File: src/rtl/neorv32_wb_arbiter_pkg.sv
// ----------------------------------------------------------------------------
// neorv32_wb_arbiter_pkg
// Shared types for the instruction/data bus to Wishbone arbiter:
//   state_t  - transaction FSM states (IDLE, BUS, RESP)
//   grant_t  - which CPU port owns the bus
//   req_t    - one latched bus request (address, write data, byte select, we)
//   arbitrate() - winner selection between two candidate requests
// ----------------------------------------------------------------------------
package neorv32_wb_arbiter_pkg;

    typedef enum logic [1:0] {
        IDLE = 2'd0,
        BUS  = 2'd1,
        RESP = 2'd2
    } state_t;

    typedef enum logic {
        GRANT_I = 1'b0,
        GRANT_D = 1'b1
    } grant_t;

    typedef struct packed {
        logic [31:0] addr;
        logic [31:0] data;
        logic [3:0]  sel;
        logic        we;
    } req_t;

    // With both ports requesting: dbus wins outright when dbus_first is set,
    // otherwise the port that did not get the previous grant wins.
    function automatic grant_t arbitrate(input logic   i_valid,
                                         input logic   d_valid,
                                         input grant_t last,
                                         input logic   dbus_first);
        if (i_valid && d_valid) begin
            if (dbus_first || (last == GRANT_I)) return GRANT_D;
            return GRANT_I;
        end
        if (d_valid) return GRANT_D;
        return GRANT_I;
    endfunction

endpackage

File: src/rtl/wb_req_capture.sv
// ----------------------------------------------------------------------------
// wb_req_capture
// Holds one CPU port's outstanding request until the arbiter grants it.
// Ports:
//   clk, rst   - clock, synchronous active-high reset
//   i_stb      - single-cycle request strobe from the CPU port
//   i_req      - request fields, valid with i_stb
//   i_busy     - this port's previous request is currently on the bus
//   i_grant    - arbiter takes the request this edge (clears pending)
//   o_valid    - a request is available (latched, or arriving this cycle)
//   o_req      - fields of that request
// ----------------------------------------------------------------------------
module wb_req_capture
    import neorv32_wb_arbiter_pkg::*;
(
    input  logic clk,
    input  logic rst,
    input  logic i_stb,
    input  req_t i_req,
    input  logic i_busy,
    input  logic i_grant,
    output logic o_valid,
    output req_t o_req
);

    logic r_pending;
    req_t r_req;
    logic w_take;

    // A strobe is accepted only when nothing of this port is waiting or on
    // the bus; a second strobe in that window is a CPU protocol violation
    // and is dropped.
    assign w_take = i_stb && !r_pending && !i_busy;

    always_ff @(posedge clk) begin
        if (rst) begin
            r_pending <= 1'b0;
            r_req     <= '0;
        end else if (i_grant) begin
            // A request granted in the same cycle it arrives never becomes
            // pending; the arbiter loads it straight from o_req.
            r_pending <= 1'b0;
        end else if (w_take) begin
            r_pending <= 1'b1;
            r_req     <= i_req;
        end
    end

    assign o_valid = r_pending || w_take;
    assign o_req   = r_pending ? r_req : i_req;

endmodule

File: src/rtl/neorv32_wb_arbiter.sv
// ----------------------------------------------------------------------------
// neorv32_wb_arbiter
// Shares one Wishbone classic master port between the neorv32 instruction
// bus and data bus. One transaction at a time; a watchdog aborts a
// transaction that never sees core_ack_i.
//
// Handshake: a CPU port raises *_stb_i for exactly one cycle with its fields
// valid; it must not strobe again until it has seen its one-cycle
// *_rsp_ack_o or *_rsp_err_o. On the Wishbone side core_cyc_o/core_stb_o and
// all core_* fields stay stable until the edge where core_ack_i is sampled
// high (or the watchdog expires); cyc/stb then drop for at least one cycle.
//
// Ports:
//   clk, rst                       clock, synchronous active-high reset
//   ibus_stb_i, ibus_addr_i        instruction fetch request
//   ibus_rsp_data/ack/err_o        fetch response (one-cycle pulses)
//   dbus_stb_i, dbus_rw_i,
//   dbus_addr_i, dbus_data_i,
//   dbus_ben_i                     data request
//   dbus_rsp_data/ack/err_o        data response (one-cycle pulses)
//   core_cyc/stb/we/sel/addr/data_o Wishbone master outputs
//   core_data_i, core_ack_i        Wishbone read data and acknowledge
//   dbg_state_o                    current FSM state for observation
// ----------------------------------------------------------------------------
module neorv32_wb_arbiter
    import neorv32_wb_arbiter_pkg::*;
#(
    parameter int DBUS_PRIORITY  = 0,
    parameter int TIMEOUT_CYCLES = 255,
    parameter int TMO_WIDTH      = 8
) (
    input  logic        clk,
    input  logic        rst,
    input  logic        ibus_stb_i,
    input  logic [31:0] ibus_addr_i,
    output logic [31:0] ibus_rsp_data_o,
    output logic        ibus_rsp_ack_o,
    output logic        ibus_rsp_err_o,
    input  logic        dbus_stb_i,
    input  logic        dbus_rw_i,
    input  logic [31:0] dbus_addr_i,
    input  logic [31:0] dbus_data_i,
    input  logic [3:0]  dbus_ben_i,
    output logic [31:0] dbus_rsp_data_o,
    output logic        dbus_rsp_ack_o,
    output logic        dbus_rsp_err_o,
    output logic        core_cyc_o,
    output logic        core_stb_o,
    output logic        core_we_o,
    output logic [3:0]  core_sel_o,
    output logic [31:0] core_addr_o,
    output logic [31:0] core_data_o,
    input  logic [31:0] core_data_i,
    input  logic        core_ack_i,
    output state_t      dbg_state_o
);

    localparam logic [TMO_WIDTH-1:0] TMO_LIMIT = TMO_WIDTH'(TIMEOUT_CYCLES);
    localparam logic                 TMO_EN    = (TIMEOUT_CYCLES != 0);
    localparam logic                 DBUS_FIRST = (DBUS_PRIORITY != 0);

    // FSM and bus-side registers
    state_t               r_state;
    grant_t               r_grant;
    grant_t               r_last;
    logic [TMO_WIDTH-1:0] r_tmo;
    logic                 r_cyc;
    logic                 r_we;
    logic [3:0]           r_sel;
    logic [31:0]          r_addr;
    logic [31:0]          r_wdata;

    // Response registers
    logic                 r_i_ack;
    logic                 r_i_err;
    logic [31:0]          r_i_data;
    logic                 r_d_ack;
    logic                 r_d_err;
    logic [31:0]          r_d_data;

    req_t                 w_i_in;
    req_t                 w_d_in;
    req_t                 w_i_req;
    req_t                 w_d_req;
    req_t                 w_req;
    logic                 w_i_valid;
    logic                 w_d_valid;
    logic                 w_any;
    logic                 w_can_grant;
    logic                 w_i_busy;
    logic                 w_d_busy;
    logic                 w_i_grant;
    logic                 w_d_grant;
    grant_t               w_sel;
    logic [TMO_WIDTH-1:0] w_tmo_next;
    logic                 w_timeout;

    // Fetches are always full-word reads.
    always_comb begin
        w_i_in = '{addr: ibus_addr_i, data: 32'h0, sel: 4'hF, we: 1'b0};
        w_d_in = '{addr: dbus_addr_i, data: dbus_data_i, sel: dbus_ben_i, we: dbus_rw_i};
    end

    assign w_i_busy = (r_state == BUS) && (r_grant == GRANT_I);
    assign w_d_busy = (r_state == BUS) && (r_grant == GRANT_D);

    wb_req_capture u_cap_i (
        .clk     (clk),
        .rst     (rst),
        .i_stb   (ibus_stb_i),
        .i_req   (w_i_in),
        .i_busy  (w_i_busy),
        .i_grant (w_i_grant),
        .o_valid (w_i_valid),
        .o_req   (w_i_req)
    );

    wb_req_capture u_cap_d (
        .clk     (clk),
        .rst     (rst),
        .i_stb   (dbus_stb_i),
        .i_req   (w_d_in),
        .i_busy  (w_d_busy),
        .i_grant (w_d_grant),
        .o_valid (w_d_valid),
        .o_req   (w_d_req)
    );

    // RESP is the single turnaround cycle: a waiting request is granted at
    // its closing edge, so back-to-back transactions leave cyc low for
    // exactly one cycle.
    assign w_can_grant = (r_state == IDLE) || (r_state == RESP);
    assign w_any       = w_i_valid || w_d_valid;
    assign w_sel       = arbitrate(w_i_valid, w_d_valid, r_last, DBUS_FIRST);
    assign w_req       = (w_sel == GRANT_D) ? w_d_req : w_i_req;
    assign w_i_grant   = w_can_grant && w_any && (w_sel == GRANT_I);
    assign w_d_grant   = w_can_grant && w_any && (w_sel == GRANT_D);

    assign w_tmo_next  = r_tmo + 1'b1;
    assign w_timeout   = TMO_EN && (w_tmo_next == TMO_LIMIT);

    always_ff @(posedge clk) begin
        if (rst) begin
            r_state  <= IDLE;
            r_grant  <= GRANT_I;
            r_last   <= GRANT_I;
            r_tmo    <= '0;
            r_cyc    <= 1'b0;
            r_we     <= 1'b0;
            r_sel    <= '0;
            r_addr   <= '0;
            r_wdata  <= '0;
            r_i_ack  <= 1'b0;
            r_i_err  <= 1'b0;
            r_i_data <= '0;
            r_d_ack  <= 1'b0;
            r_d_err  <= 1'b0;
            r_d_data <= '0;
        end else begin
            // Responses are single-cycle pulses; data is only non-zero with ack.
            r_i_ack  <= 1'b0;
            r_i_err  <= 1'b0;
            r_i_data <= '0;
            r_d_ack  <= 1'b0;
            r_d_err  <= 1'b0;
            r_d_data <= '0;

            case (r_state)
                IDLE, RESP: begin
                    r_tmo <= '0;
                    if (w_any) begin
                        r_grant <= w_sel;
                        r_last  <= w_sel;
                        r_cyc   <= 1'b1;
                        r_we    <= w_req.we;
                        r_sel   <= w_req.sel;
                        r_addr  <= w_req.addr;
                        r_wdata <= w_req.data;
                        r_state <= BUS;
                    end else begin
                        r_state <= IDLE;
                    end
                end

                BUS: begin
                    // Ack takes precedence over a watchdog expiry on the same edge.
                    if (core_ack_i) begin
                        r_cyc   <= 1'b0;
                        r_state <= RESP;
                        if (r_grant == GRANT_I) begin
                            r_i_ack  <= 1'b1;
                            r_i_data <= r_we ? 32'h0 : core_data_i;
                        end else begin
                            r_d_ack  <= 1'b1;
                            r_d_data <= r_we ? 32'h0 : core_data_i;
                        end
                    end else if (w_timeout) begin
                        r_cyc   <= 1'b0;
                        r_state <= RESP;
                        if (r_grant == GRANT_I) r_i_err <= 1'b1;
                        else                    r_d_err <= 1'b1;
                    end else begin
                        r_tmo <= w_tmo_next;
                    end
                end

                default: r_state <= IDLE;
            endcase
        end
    end

    assign core_cyc_o      = r_cyc;
    assign core_stb_o      = r_cyc;
    assign core_we_o       = r_we;
    assign core_sel_o      = r_sel;
    assign core_addr_o     = r_addr;
    assign core_data_o     = r_wdata;
    assign ibus_rsp_ack_o  = r_i_ack;
    assign ibus_rsp_err_o  = r_i_err;
    assign ibus_rsp_data_o = r_i_data;
    assign dbus_rsp_ack_o  = r_d_ack;
    assign dbus_rsp_err_o  = r_d_err;
    assign dbus_rsp_data_o = r_d_data;
    assign dbg_state_o     = r_state;

endmodule

File: config.mk
export PLATFORM = sky130hd
export DESIGN_NAME = neorv32_wb_arbiter
export DESIGN_NICKNAME = d
export VERILOG_FILES = /design/src/rtl/neorv32_wb_arbiter_pkg.sv /design/src/rtl/wb_req_capture.sv /design/src/rtl/neorv32_wb_arbiter.sv
export SDC_FILE = /design/constraint.sdc
export NUM_CORES = 1
export LEC_CHECK = 0
export CAP_MARGIN = 30
export CORE_MARGIN = 1.5
export CORE_UTILIZATION = 25
export CTS_CLUSTER_DIAMETER = 200
export DETAILED_ROUTE_END_ITERATION = 12
export PLACE_DENSITY_LB_ADDON = 0.15
export SETUP_SLACK_MARGIN = 0.2
export SKIP_LAST_GASP = 1
export SLEW_MARGIN = 20
export SYNTH_ARGS = -nofsm -noshare
export SYNTH_HDL_FRONTEND = slang
export SYNTH_HIERARCHICAL = 1
export SYNTH_SLANG_ARGS = --single-unit
File: constraint.sdc
create_clock -name clk -period 5.4 [get_ports clk]
set_input_delay 1.08 -clock clk [delete_from_list [all_inputs] [get_ports clk]]
set_output_delay 1.08 -clock clk [all_outputs]
set_load 0.01 [all_outputs]
* Yosys cells after proc, flatten, opt, wreduce, memory -nomap -nowiden
Index checks and enable logic that the tools add are counted.
** Storage, ports and cells
- Input port bits :: 138
- Output and inout port bits :: 141
- Flip-flop bits (word level) :: 253
** Cells by class
- Mux-type cells :: 27
- $add $sub $neg :: 1
- Eq/ne operators :: 7
- Reductions and logical operators :: 32
- Bitwise operators :: 7
** Operator list (number)
- $mux W69 :: 3
- $mux W32 :: 1
- $mux W1 :: 16
- $mux W8 :: 2
- $pmux W8 S2 :: 1
- $reduce_or A4 Y1 :: 3
- $logic_and A1 B1 Y1 :: 10
- $add A8 B1 Y8 const B :: 1
- $eq A8 B8 Y1 const B :: 1
- $not A1 Y1 :: 7
- $ne A2 B2 Y1 const B :: 3
- $reduce_and A2 Y1 :: 3
- $reduce_and A3 Y1 :: 2
- $reduce_or A2 Y1 :: 3
- $logic_not A1 Y1 :: 4
- $logic_or A1 B1 Y1 :: 4
- $mux W2 :: 2
- $pmux W2 S2 :: 1
- $ne A3 B3 Y1 const B :: 1
- $reduce_or A3 Y1 :: 1
- $eq A2 B1 Y1 const B :: 1
- $eq A2 B2 Y1 const B :: 1
- $logic_not A2 Y1 :: 1
- $pmux W1 S2 :: 1
- $reduce_bool A2 Y1 :: 1

* Depth between registers and ports, before layout
Gate-level depths: netlist of run 1.
- Depth in word-level cells :: 16
- Depth in mapped cells :: 14

* Hierarchy
The synthesis of run 1 kept the hierarchy.
** Modules (own cells, without submodules)
- wb_req_capture :: area an instance 3941.3 µm², sequential area each 1401.3 µm², times used 2, cells an instance 382
- neorv32_wb_arbiter :: area an instance 5131.2 µm², sequential area each 2982.9 µm², times used 1, cells an instance 501

* Worst setup path before layout of run 1
OpenSTA, ideal clock, no wires.
- Kind :: input -> register
- From :: input port dbus_stb_i
- To :: register u_cap_i/r_req[49] (netlist name)
- Setup slack :: 2.688 ns
- Setup time :: 0.072 ns
- Buffers on the path :: 5
- Data arrival time :: 2.640 ns
- Stages on the path :: 11
- Cells stage by stage :: nand2b_1 > nand2_1 > inv_1 > o211a_1 > clkbuf_1 > clkbuf_1 > nor4b_2 > buf_4 > buf_6 > buf_12 > mux2i_1
** On the way
- Longest elaborated chain between the ends :: 11
** Ends and longest elaborated chain
- start, declared :: line neorv32_wb_arbiter.sv:39 : input logic dbus_stb_i,
- $logic_and A1 B1 Y1 (*) (2 in a row) :: line wb_req_capture.sv:33 : assign w_take = i_stb && !r_pending && !i_busy;
- $logic_or A1 B1 Y1 (*) :: line wb_req_capture.sv:49 : assign o_valid = r_pending || w_take;
- named net w_d_valid :: line neorv32_wb_arbiter.sv:87 : logic w_d_valid;
- $mux W1 (2 in a row) :: line neorv32_wb_arbiter_pkg.sv:39 : if (d_valid) return GRANT_D;
- $mux W1 :: line neorv32_wb_arbiter_pkg.sv:40 : return GRANT_I;
- $mux W1 :: line neorv32_wb_arbiter_pkg.sv:39
- $not A1 Y1 :: line neorv32_wb_arbiter.sv:136 : assign w_i_grant = w_can_grant && w_any && (w_sel == GRANT_I);
- $logic_and A1 B1 Y1 (*) :: line neorv32_wb_arbiter.sv:136
- named net w_i_grant :: line neorv32_wb_arbiter.sv:92 : logic w_i_grant;
- $not A1 Y1 (no line) (*)
- $reduce_and A2 Y1 (no line) (*)
- end signal, assigned :: line wb_req_capture.sv:45 : r_req <= i_req;
- end, declared :: line wb_req_capture.sv:27 : req_t r_req;
The timed path passes the listed nets; every way through them passes the cells marked *. The select of a mux whose other input is x is not followed.
A chain may end at the register's enable or synchronous reset.

* Worst setup path in the final report of run 1
- From :: input port dbus_stb_i
- To :: register u_cap_i/r_req[41] (netlist name)
** On the way
- Longest elaborated chain between the ends :: 11
** Ends and longest elaborated chain (line)
- $logic_and A1 B1 Y1 (*) (2 in a row) :: wb_req_capture.sv:33
- $logic_or A1 B1 Y1 (*) :: wb_req_capture.sv:49
- named net w_d_valid :: neorv32_wb_arbiter.sv:87
- $mux W1 (2 in a row) :: neorv32_wb_arbiter_pkg.sv:39
- $mux W1 :: neorv32_wb_arbiter_pkg.sv:40
- $mux W1 :: neorv32_wb_arbiter_pkg.sv:39
- $not A1 Y1 :: neorv32_wb_arbiter.sv:136
- $logic_and A1 B1 Y1 (*) :: neorv32_wb_arbiter.sv:136
- $not A1 Y1 (no line) (*)
- $reduce_and A2 Y1 (no line) (*)
Marked as above.

==> results of run 1 <==
-- metrics by stage --
stage / utilization, % / hold WS [ps] / instances
global route: 34.7 / 486 / 2270
detailed placement: 32.2 / 460 / 2203
global placement: 32.1 / 454 / 2201
finish: 34.7 / 467 / 2270
floorplan: - / 445 / 1337
CTS: 34.6 / 470 / 2266
-- power groups by stage --
stage | Sequential [µW] | Combinational, µW | Clock [µW]
6_report | 2520 | 1480 | 2500
5_1_grt | 2550 | 1600 | 2690
4_1_cts | 2530 | 1500 | 2600
3_5_place_dp | 2570 | 1490 | 0
3_3_place_gp | 2570 | 1460 | 0
2_1_floorplan | 2550 | 912 | 0
-- state kept, by name, indices dropped and copies added, names as in the netlist, 2 cells and up --
name and flops:
core_addr_o 32, core_data_o 32, core_sel_o 4, dbg_state_o 2, dbus_rsp_data_o 32, ibus_rsp_data_o 32, r_tmo 8, u_cap_d/r_req 69
u_cap_i/r_req 69
-- path summary, 6_finish.rpt --
kind                      from  slack, ps                end
min          u_cap_d/r_req[62]        470  u_cap_d/r_req[62]
min reg2reg  u_cap_d/r_req[62]        470  u_cap_d/r_req[62]
max reg2reg     dbg_state_o[0]       2260  u_cap_i/r_req[41]
max                 dbus_stb_i       2250  u_cap_i/r_req[41]
-- cell type report --
cell class / instances / area, µm² / area share [%]
diodes: 2 / 5.00 / 0.0280
clock buffers: 50 / 1080 / 6.03
well taps: 680 / 851 / 4.77
flip-flops and latches: 289 / 5790 / 32.5
inverters: 11 / 41.3 / 0.231
repair buffers: 294 / 2990 / 16.8
multi-input cells: 931 / 6940 / 38.9
clock inverters: 13 / 146 / 0.820
-- Yosys cell counts, types with 7 or more instances --
| cell | count |
|---|---|
| mux2i_1 | 139 |
| nor2_4 | 10 |
| nor2_1 | 133 |
| inv_1 | 11 |
| nand2b_1 | 312 |
| buf_2 | 19 |
| clkbuf_1 | 66 |
| a222oi_1 | 69 |
| dfxtp_1 | 289 |
| nand2_1 | 7 |
| mux2_2 | 138 |
| buf_4 | 13 |
-- per-layer routing --
layer / wire length [µm] / vias up / global-route usage (%)
met5: 22 / - / 0
met4: 994 / 4 / 5.29
met3: 2200 / 60 / 3.06
met2: 16800 / 288 / 22.1
met1: 17400 / 4610 / 17.7
li1: - / 4896 / -
-- worst register-to-register path: stages, from the launching register on --
cell and delay [ps]:
dfxtp_1 370, inv_1 230, nor2_1 80, and2_1 220
nand2b_1 180, nand2_1 130, inv_1 110, o211a_4 450
buf_12 280, nor4b_4 310, buf_4 440, mux2i_1 260
-- logic make-up after synthesis --
group | count (synthesis)
other | 2
buffers and inverters | 117
XOR/XNOR | 5
AO/OA/AOI/OAI | 86
AND/OR/NAND/NOR | 487
multiplexers | 277
adder cells (fa/ha/maj) | 2
flip-flops | 289
==> out/results.tsv, run 1 <==
metric	value	unit
I/O Buffers	278	
Die H	231	µm
layout cells sized above 1	14.7	%
Overall Global Routing Usage	13.7	%
Post-DRT Antenna Nets	0	
H-tree depth	2	
FMAX	0.317	GHz
first-pass GRT wire length	57300	µm
leak pwr	0.00664	µW
main combinational cell family by area after synthesis	multiplexers	
pwr/cell area	365	nW/µm²
Via Count	9858	
Crit Path Category	in -> reg	
Comb pwr share	22.8	%
CTS Buf Count	37	
clk_skew	14.0	ps
Post-Synth Simple-Gate Area	21.4	%
switching share of total power	28.3	%
Clk pwr share	38.4	%
crit end category	register	
WP buf/inv	4	
WP data arrival	3610	ps
GRT overflow	0	
Final Hold Vio Count	0	
slowest cell on the critical path	clkdlybuf4s50_1	
Synth Instances	1265	
die width	231	µm
Async S/R FF share, synth	0	%
critical path peak fanout	42	
most common cell after layout, fill and taps aside	nand2b_1	
number of synthesized register bits	289	
Post-CTS Setup Inserts	0	
Startpoint Class	input pin	
Layout area overhead	37.2	%
site row count	83	
initial antenna violation count	4	
EDFF count, synth	0	
Pins Over Slew Limit	0	
mux cell area share after synthesis	22.6	%
final instance area	17800	µm²
Tot Pwr	6510	µW
number of fill cells	5197	
post-place instance area	16600	µm²
worst-skew pair later-pin latency	540	ps
setup TNS	0	ps
largest net degree at the start of global routing	135	
peak supply drop	0.170	mV
cells along the critical path	clkdlybuf4s50_1 -> nand2b_1 -> nand2_1 -> inv_1 -> o211a_4 -> buf_12 -> nor4b_4 -> buf_4 -> mux2i_1	
synthesis warning total	6	
Final Worst Setup Slack	2250	ps
Routed wire per std cell	16.5	µm
CP max stage delay	480	ps
Critical Path RT	5860	ps
Flop pwr share	38.8	%
RSZ-0062 raised after global routing	false	
Int Pwr	4670	µW
Hold-fix buffers, CTS	0	
largest cells by area after synthesis	dfxtp_1, nand2b_1, mux2_2	
Clk pin slew, worst setup/hold paths	60	ps
Adder-Cell Fraction of Synth Area	0.192	%
Post-Route WL	37500	µm
Mapped Area	13000	µm²
outcome	completed	
Max-Cap Viols	0	
Synth Area in XOR/XNOR	0.337	%
compound-cell area share of the yosys netlist	6.30	%
slew margin rel.	33.8	%
Initial Util	25.3	%
# IOs	279	
Detailed Place HPWL	23300	µm
Hold WC Path Type	reg -> reg	
Switch Pwr	1840	µW
most frequent cells in the layout	nand2b_1, dfxtp_1, clkdlybuf4s50_1	
Synth area leader	dfxtp_1	
GPL Wtd Cong	0.785	
# setup viols final	0	
R2R cell count	11	
clock tree root buffer cell	clkbuf_16	
# clock sinks	289	
Clock Tree Buf Depth	3	
number of global-route vias before repair	10000	
DR pass1 iterations	9	
top cell type's share of synthesized area	44.5	%
most used flip-flop cell after synthesis	dfxtp_1	
Final period util	58.4	%
number of cells on the critical path	9	
core box area	51400	µm²
DR vias/cell	4.34	
CTS tree	done	
Total Die Area	53400	µm²
Worst path top cell family by delay	buffers and inverters	
Post-CTS Resized	0	
synthesized area per cell	10.3	µm²
NumNets Final	1704	
distinct cell type count after synthesis	46	
Starting DRT DRC Count	696	
Tmin final	3150	ps
DRC violations left	0	
hold depth	2	
worst slew pin tran	992	ps
pre-CTS WS	1650	ps
Seq/Total Area, Yosys	44.5	%
No activity file was read; power rests on OpenSTA's default activity.
==> inputs of run 2 (changes only) <==
==> constraint.sdc (replaced) <==
create_clock -name clk -period 2.85 [get_ports clk]
set_input_delay 0.57 -clock clk [delete_from_list [all_inputs] [get_ports clk]]
set_output_delay 0.57 -clock clk [all_outputs]
set_load 0.01 [all_outputs]
==> run 2 against run 1 <==
  * Combinational power up 97%
  * Clock power up 100%
  * Setup slack worse by 2000 ps
  * Largest power group is now clock
  * Final area up 1.4%
==> out/results.tsv, run 2 (synthesized netlist as in run 1, its figures left out) <==
metric	value	unit	change
outcome	completed		unchanged
RSZ-0062 raised after global routing	true		was false
most common cell after layout, fill and taps aside	nand2b_1		unchanged
core box area	51400	µm²	unchanged
Largest regs	u_cap_d/r_req x69, u_cap_i/r_req x69		unchanged
slew margin rel.	41.6	%	was 33.8%
clock tree root buffer cell	clkbuf_16		unchanged
clk_skew	16.3	ps	was 14.0 ps
Startpoint Class	register		was input pin
I/O Buffers	278		unchanged
Via Count	9959		was 9858
reg2reg start	dbg_state_o[0]		unchanged
multi-input logic area	6940	µm²	unchanged
Crit Path Category	reg -> reg		was in -> reg
critical path peak fanout	34		was 42
Starting DRT DRC Count	681		was 696
Total Die Area	53400	µm²	unchanged
post-place instance area	16700	µm²	was 16600 µm²
most frequent cells in the layout	nand2b_1, dfxtp_1, clkdlybuf4s50_1		unchanged
number of fill cells	5193		was 5197
Tot Pwr	12800	µW	was 6510 µW
Final period util	89.7	%	
pwr/cell area	706	nW/µm²	was 365 nW/µm²
Setup crit start	dbg_state_o[0]		was dbus_stb_i
Layout Cells excl Fill	2284		was 2270
DRC violations left	0		unchanged
die width	231	µm	unchanged
Worst path top cell family by delay	simple AND/OR/NAND/NOR gates		was buffers and inverters
# IOs	279		unchanged
CTS tree	done		unchanged
FMAX	0.391	GHz	
Hold WC Path Type	in -> reg		was reg -> reg
DR pass1 iterations	7		was 9
Initial Util	25.3	%	unchanged
WP data arrival	3020	ps	was 3610 ps
most frequent cell on the critical path	inv_1		
worst slew pin tran	876	ps	was 992 ps
final instance area	18100	µm²	was 17800 µm²
layout cells sized above 1	15.4	%	was 14.7%
Routed wire per std cell	17.0	µm	was 16.5 µm
Util after Layout	35.2	%	was 34.7%
largest net degree at the start of global routing	209		was 135
setup TNS	0	ps	unchanged
Clk pin slew, worst setup/hold paths	60	ps	about the same
# clock sinks	289		unchanged
Pins Over Slew Limit	0		unchanged
leak pwr	0.00676	µW	was 0.00664 µW
peak supply drop	0.370	mV	was 0.170 mV
slowest cell on the critical path	dfxtp_1		was clkdlybuf4s50_1
# setup viols final	0		unchanged
Hold-fix buffers, CTS	0		unchanged
H-tree depth	2		unchanged
Post-Route WL	38800	µm	was 37500 µm
Overall Global Routing Usage	14.0	%	was 13.7%
DP Cell Count	2210		was 2203
DR vias/cell	4.36		was 4.34
NumNets Final	1715		was 1704
Final Hold Vio Count	0		unchanged
initial antenna violation count	4		unchanged
GPL Wtd Cong	0.738		was 0.785
Clock Tree Buf Depth	3		unchanged
GRT overflow	0		unchanged
worst-skew pair later-pin latency	550	ps	was 540 ps
WP buf/inv	4		unchanged
Layout area overhead	39.1	%	was 37.2%
number of global-route vias before repair	10000		about the same
crit end category	register		unchanged
CTS Buf Count	38		was 37
Storage cell area	5790	µm²	unchanged
Max-Cap Viols	0		unchanged
Post-DRT Antenna Nets	0		unchanged
Detailed Place HPWL	24300	µm	was 23300 µm
Critical Path RT	3310	ps	was 5860 ps
site row count	83		unchanged
first-pass GRT wire length	58400	µm	was 57300 µm
CP max stage delay	370	ps	was 480 ps
Tmin final	2560	ps	
hold path start	rst		was u_cap_d/r_req[62]
Die H	231	µm	unchanged
cells along the critical path	inv_1 -> nor2_1 -> and2_1 -> nand2b_1 -> nand2_1 -> inv_1 -> o211a_4 -> nor4b_4 -> buf_4 -> buf_16 -> mux2i_1		was clkdlybuf4s50_1 -> nand2b_1 -> nand2_1 -> inv_1 -> o211a_4 -> buf_12 -> nor4b_4 -> buf_4 -> mux2i_1
run 2: per-stage QoR:
| stage | hold WS [ps] | setup slack [ps] |
|---|---|---|
| finish | 400 | 294 |
| detailed placement | 457 | 150 |
| CTS | 371 | 285 |
| global route | 396 | 159 |
| floorplan | 445 | 429 |
| global placement | 454 | 204 |
run 2: path summary, 6_finish.rpt:
kind / endpoint / slack, ps / cells after the start
setup / recovery: u_cap_i/r_req[46] / 290 / 11
hold / removal: core_addr_o[29] / 400 / 2
setup reg to reg: u_cap_i/r_req[46] / 290 / 11
hold reg to reg: u_cap_i/r_req[17] / 470 / 2
run 2: area by class of cell:
type | count | area share, %
Sequential cell | 289 | 32.0
Timing Repair Buffer | 304 | 17.3
Tap cell | 680 | 4.70
Clock buffer | 54 | 6.44
Antenna cell | 1 | 0.0138
Clock inverter | 14 | 0.981
Multi-Input combinational cell | 931 | 38.4
Inverter | 11 | 0.228
run 2: layer usage:
layer  vias to the layer above  track usage (%)  wire [µm]
li1                       4914                -          -
met1                      4699             18.1      17800
met2                       290             23.0      18000
met3                        50             3.20       2270
met4                         6             4.66        744
met5                         -                0         31
run 2: what timing repair did:
action / 4_1_cts / 5_1_grt
setup buffers: 0 / 3
endpoints found under the setup margin: 0 / 79
gates resized for setup: 0 / 6
run 2: report_power, final:
part           total, µW  switching (µW)  internal [µW]
sequential          4770             288           4480
clock               5090            1890           3210
combinational       2920            1410           1510
total              12800            3580           9200
